===== src/rtl/vx_ag_tcu_fedp_issuer.sv =====
`default_nettype none
// ============================================================================
//  Module   : vx_ag_tcu_fedp_issuer
//  Purpose  : Sequences one dot-product job through an external fused
//             element dot-product (FEDP) unit. A job starts from an fp32
//             accumulator and consumes req_steps K-chunks (N operand words
//             of A and B each). For each chunk the FEDP is enabled for
//             FEDP_LATENCY cycles, and its result is folded back into the
//             accumulator. The final accumulator is returned on rsp_*.
//  Ports    : clk, reset (async, active-low)
//             req_*   job request  (formats, step count, initial acc)
//             op_*    K-chunk operand stream (A row / B column)
//             fedp_*  drive to / result from the FEDP unit
//             rsp_*   job response (result word + error flag)
//  Revision : 1.0  initial release
// ============================================================================
module vx_ag_tcu_fedp_issuer #(
    parameter  int N            = 4,
    parameter  int MAX_STEPS    = 8,
    parameter  int FEDP_LATENCY = 4,
    localparam int STEPW        = $clog2(MAX_STEPS + 1)
) (
    input  logic              clk,
    input  logic              reset,
    // job request
    input  logic              req_valid,
    output logic              req_ready,
    input  logic [2:0]        req_fmt_s,
    input  logic [2:0]        req_fmt_d,
    input  logic [STEPW-1:0]  req_steps,
    input  logic [31:0]       req_c,
    // operand chunk stream
    input  logic              op_valid,
    output logic              op_ready,
    input  logic [N*32-1:0]   op_a,
    input  logic [N*32-1:0]   op_b,
    // FEDP unit
    output logic              fedp_enable,
    output logic [2:0]        fedp_fmt_s,
    output logic [2:0]        fedp_fmt_d,
    output logic [N*32-1:0]   fedp_a_row,
    output logic [N*32-1:0]   fedp_b_col,
    output logic [31:0]       fedp_c_val,
    input  logic [31:0]       fedp_d_val,
    // job response
    output logic              rsp_valid,
    input  logic              rsp_ready,
    output logic [31:0]       rsp_d,
    output logic              rsp_err
);

    localparam int          WAITW     = $clog2(FEDP_LATENCY + 1);
    localparam logic [31:0] C_QNAN    = 32'h7FC0_0000;

    typedef enum logic [2:0] {
        S_IDLE  = 3'd0,
        S_ISSUE = 3'd1,
        S_WAIT  = 3'd2,
        S_CAPT  = 3'd3,
        S_RESP  = 3'd4
    } state_t;

    state_t              r_state;
    state_t              w_next_state;

    logic [2:0]          r_fmt_s;
    logic [2:0]          r_fmt_d;
    logic [STEPW-1:0]    r_steps;
    logic [STEPW-1:0]    r_step_cnt;
    logic [WAITW-1:0]    r_wait_cnt;
    logic [31:0]         r_acc;
    logic                r_rsp_err;
    logic [N*32-1:0]     r_op_a;
    logic [N*32-1:0]     r_op_b;

    logic                w_req_bad;
    logic [STEPW-1:0]    w_step_inc;

    // Unsupported source format or an over-long job is answered with a
    // quiet NaN instead of being issued.
    assign w_req_bad  = !((req_fmt_s == 3'd1) || (req_fmt_s == 3'd2))
                        || (req_steps > STEPW'(MAX_STEPS));
    assign w_step_inc = r_step_cnt + 1'b1;

    // ------------------------------------------------------------------
    // State register
    // ------------------------------------------------------------------
    always_ff @(posedge clk or negedge reset) begin
        if (!reset) begin
            r_state <= S_IDLE;
        end else begin
            r_state <= w_next_state;
        end
    end

    // ------------------------------------------------------------------
    // Next state and handshake/enable outputs. Outputs depend on the
    // state register only, so no input reaches them combinationally.
    // ------------------------------------------------------------------
    always_comb begin
        w_next_state = r_state;
        req_ready    = 1'b0;
        op_ready     = 1'b0;
        fedp_enable  = 1'b0;
        rsp_valid    = 1'b0;
        case (r_state)
            S_IDLE: begin
                req_ready = 1'b1;
                if (req_valid) begin
                    if (w_req_bad || (req_steps == '0)) begin
                        w_next_state = S_RESP;
                    end else begin
                        w_next_state = S_ISSUE;
                    end
                end
            end
            S_ISSUE: begin
                op_ready = 1'b1;
                if (op_valid) begin
                    w_next_state = S_WAIT;
                end
            end
            S_WAIT: begin
                fedp_enable = 1'b1;
                if (r_wait_cnt == WAITW'(FEDP_LATENCY - 1)) begin
                    w_next_state = S_CAPT;
                end
            end
            S_CAPT: begin
                w_next_state = (w_step_inc == r_steps) ? S_RESP : S_ISSUE;
            end
            S_RESP: begin
                rsp_valid = 1'b1;
                if (rsp_ready) begin
                    w_next_state = S_IDLE;
                end
            end
            default: begin
                w_next_state = S_IDLE;
            end
        endcase
    end

    // ------------------------------------------------------------------
    // Job datapath
    // ------------------------------------------------------------------
    always_ff @(posedge clk or negedge reset) begin
        if (!reset) begin
            r_fmt_s    <= '0;
            r_fmt_d    <= '0;
            r_steps    <= '0;
            r_step_cnt <= '0;
            r_wait_cnt <= '0;
            r_acc      <= '0;
            r_rsp_err  <= 1'b0;
            r_op_a     <= '0;
            r_op_b     <= '0;
        end else begin
            case (r_state)
                S_IDLE: begin
                    if (req_valid) begin
                        r_fmt_s    <= req_fmt_s;
                        r_fmt_d    <= req_fmt_d;
                        r_steps    <= req_steps;
                        r_step_cnt <= '0;
                        r_acc      <= w_req_bad ? C_QNAN : req_c;
                        r_rsp_err  <= w_req_bad;
                    end
                end
                S_ISSUE: begin
                    if (op_valid) begin
                        r_op_a     <= op_a;
                        r_op_b     <= op_b;
                        r_wait_cnt <= '0;
                    end
                end
                S_WAIT: begin
                    r_wait_cnt <= r_wait_cnt + 1'b1;
                end
                S_CAPT: begin
                    r_acc      <= fedp_d_val;
                    r_step_cnt <= w_step_inc;
                end
                default: begin
                end
            endcase
        end
    end

    // FEDP operands come straight from registers, so they stay stable for
    // the whole WAIT/CAPT window of a step.
    assign fedp_fmt_s = r_fmt_s;
    assign fedp_fmt_d = r_fmt_d;
    assign fedp_a_row = r_op_a;
    assign fedp_b_col = r_op_b;
    assign fedp_c_val = r_acc;
    assign rsp_d      = r_acc;
    assign rsp_err    = r_rsp_err;

endmodule
`default_nettype wire


===== config.mk =====
export PLATFORM = sky130hd
export DESIGN_NAME = vx_ag_tcu_fedp_issuer
export DESIGN_NICKNAME = d
export VERILOG_FILES = /design/src/rtl/vx_ag_tcu_fedp_issuer.sv
export SDC_FILE = /design/constraint.sdc
export NUM_CORES = 1
export LEC_CHECK = 0
export ABC_CLOCK_PERIOD_IN_PS = 2500
export CORE_AREA = 10 10 248 250
export DETAILED_ROUTE_END_ITERATION = 8
export DIE_AREA = 0 0 258 260
export PLACE_DENSITY = 0.6
export RECOVER_POWER = 50
export SYNTH_ARGS = -nofsm -noshare
export SYNTH_HDL_FRONTEND = slang
export SYNTH_SLANG_ARGS = --single-unit

===== constraint.sdc =====
create_clock -name clk -period 2.5 [get_ports clk]
set_input_delay 0.5 -clock clk [delete_from_list [all_inputs] [get_ports clk]]
set_output_delay 0.5 -clock clk [all_outputs]
set_load 0.05 [all_outputs]

==> results.yml <==
run_status:
  status: "finished with violations"
  violations: "capacitance limit, slew limit"
clock_tree:
  htreeDepth: 2
  tritoncts: "built"
  cts_setup_buffers: 0
  numCtsBuffers: 37
  path_clk_slew_ns: 0.05
  worstSkewPairLatency_ns: 0.54
  cts.sinks: 309
  cts_root_buffer: "clkbuf_16"
  cts_buffer_depth: 3
pwr:
  total_leakage_power_nw: 8.87
  p_comb_frac: 0.560
  p_per_area_nw_per_um2: 1510
  p_int_mw: 16.5
  clkPwrFrac: 0.164
  irDropWorstVdd_v: 0.000884
  p_sw_mw: 14.9
  p_sw_frac: 0.476
  seqPwrFrac: 0.276
timing:
  worst_pin_slew_ns: 1.83
  hold_viol_final: 0
  drv_slew: 56
  finalCritPeriodShare: 0.952
  whs_ns: 0.480
  rsz0062_at_grt: "no"
  period_needed_ns: 2.38
  max_freq_ghz: 0.420
  fin_setup_tns_ns: 0
  fin_worst_skew_ns: 0.0188
  slew_headroom: -0.219
  finalSetupViolCount: 0
synthesis:
  async_flop_share: 1.00
  synth_nets: 1151
  ys_ff_latch: 309
  synth_edf_count: 0
  synth.most_common_cell: "dfrtp_1"
  syn_area_per_cell_um2: 15.1
  yosys.area.top_type_share: 0.631
  synth.distinct_cells: 37
  synth-main-ff-cell: "dfrtp_1"
  synthCells: 813
  yosysWarnings: 0
  ys_seq_area_frac: 0.631
  synth_common_cells: "309 x dfrtp_1, 186 x mux2_1, 71 x mux2_2, 60 x buf_4, 47 x nand2_1"
  synth_area_leaders: "dfrtp_1 63%, mux2_1 17%, mux2_2 6.5%"
  syn_area_um2: 12200
  yosysTopAreaCell: "dfrtp_1"
floorplan:
  io_pins: 666
  dieArea_um2: 67100
  dieWidth_um: 258
  rows: 87
  start_util: 0.218
  coreArea_um2: 56300
  die_h_um: 260
finish:
  drive_above_1_share: 0.108
  fin_nets: 1818
  area_delta_synth_final_pct: 69.7
min_path:
  min_path_cells: 1
  hp-class: "flop to flop"
critical_path:
  crit_chain: "nor3b_1, buf_4"
  cp_num_buf_inv: 1
  path_class: "flop to output port"
  cp.arrival_ns: 1.88
  r2r_cells: 4
  crit_required_ns: 2.00
  cp_max_fo: 11
  startpoint_type: "flop"
  cp-end-kind: "output port"
  slowest_stage: "nor3b_1"
  slowest_delay_ns: 0.55
  cp_num_cells: 2
  critical_path.top_delay_family: "simple AND/OR/NAND/NOR gates"
route:
  detail-route-antenna-nets: 0
  vias_per_cell: 4.09
  route.vias.total: 9256
  drc: 0
  drt-pass1-iter-count: 4
  first_iter_violations: 259
  routedWlPerCell_um: 20.8
  wl_um: 47000
global_routing:
  antenna_found_initial: 2
  grt_pass1_vias: 10455
  grt_pass1_wl_um: 68900
  grt_start_max_net_pins: 59
  track_usage: 0.134
  grt_overflow: 0
place:
  place.gp.congestion: 0.807
  dpl.hpwl_um: 37900
  io_buffer_count: 665
flow_run:
  max_cap_violations: 1
[worst reg2reg max path, stage by stage (launching register included)]
cell and delay [ns]:
dfrtp_1 0.50, nor3_1 0.31, clkbuf_2 0.58, buf_4 0.47, mux2_1 0.37
[repair_timing]
action	in CTS	in global routing
hold buffers	1	0
hold endpoints to repair	48	0
resized for setup	0	0
[cell usage in the layout, fill, tap and decap left out, drive strengths merged, types with 3 or more instances in the layout]
cell type	netlist	routed
clkdlybuf4s50	0	658
o21ai	14	14
a2bb2oi	9	9
dfrtp	309	309
a221o	24	24
nor3	4	4
nand3	5	5
dlygate4sd3	0	3
mux2	257	257
xnor2	3	3
inv	5	6
and3	24	24
nand2	47	47
buf	71	23
a21oi	4	4
nor2	9	9
ha	3	3
clkinv	0	3
clkbuf	7	79
[cell families after synthesis]
kind of cell	count (synthesis)	synth area share
XOR/XNOR	6	0.00541
AND/OR/NAND/NOR	99	0.0416
adder cells (fa/ha/maj)	3	0.00306
multiplexers	257	0.236
AO/OA/AOI/OAI	56	0.0365
buffers and inverters	83	0.0460
flip-flops	309	0.631
[layer usage]
layer  vias up  wire length, µm  GRT usage
met5         -                0          0
met4         0             1080     0.0412
met3        57             4380     0.0558
met2       412            24600      0.244
met1      4603            17000      0.138
li1       4184                -          -
[final timing paths]
kind | startpoint | slack [ns] | to
max | r_state[2] | 0.12 | op_ready
min | fedp_b_col[87] | 0.48 | fedp_b_col[87]
max reg2reg | r_state[2] | 0.15 | fedp_b_col[96]
min reg2reg | fedp_b_col[87] | 0.48 | fedp_b_col[87]
max in group asynchronous | reset | 0.35 | fedp_a_row[26]
min in group asynchronous | reset | 0.99 | fedp_a_row[124]
[final cells by class]
class	instances	area (µm²)
Fill cell	5500	35500
Sequential cell	309	7730
Timing Repair Buffer	706	7000
Multi-Input combinational cell	421	3950
Clock buffer	57	1080
Tap cell	756	946
Clock inverter	5	53.8
Inverter	5	18.8
Antenna cell	2	5.00
[power by group through the flow]
stage | sequential (mW) | clock, mW | combinational (mW)
after floorplan | 16.5 | 0 | 3.16
after detailed placement | 8.74 | 0 | 17.9
after global placement | 8.67 | 0 | 17.8
final | 8.65 | 5.15 | 17.6
after CTS | 8.70 | 5.36 | 17.9
after global routing | 8.96 | 5.56 | 18.2
[state kept, by name (all words and copies together) (netlist names), 4 cells and up]
signal      flops
fedp_b_col    128
r_step_cnt      4
fedp_c_val     32
r_steps         4
fedp_a_row    128
[stage by stage]
| step | cells | utilization | worst slack (ns) | cell area (µm²) | power (mW) |
|---|---|---|---|---|---|
| 3_5_place_dp | 2196 | 0.352 | 0.160 | 19800 | 26.6 |
| 3_3_place_gp | 2196 | 0.352 | 0.158 | 19800 | 26.4 |
| 2_1_floorplan | 813 | - | 0.171 | 12300 | 19.6 |
| 5_1_grt | 2261 | 0.369 | 0.0196 | 20800 | 32.8 |
| 6_report | 2261 | 0.369 | 0.119 | 20800 | 31.4 |
| 4_1_cts | 2259 | 0.372 | 0.0161 | 20900 | 32.0 |
Note: power is estimated with default switching activity, not from simulation.
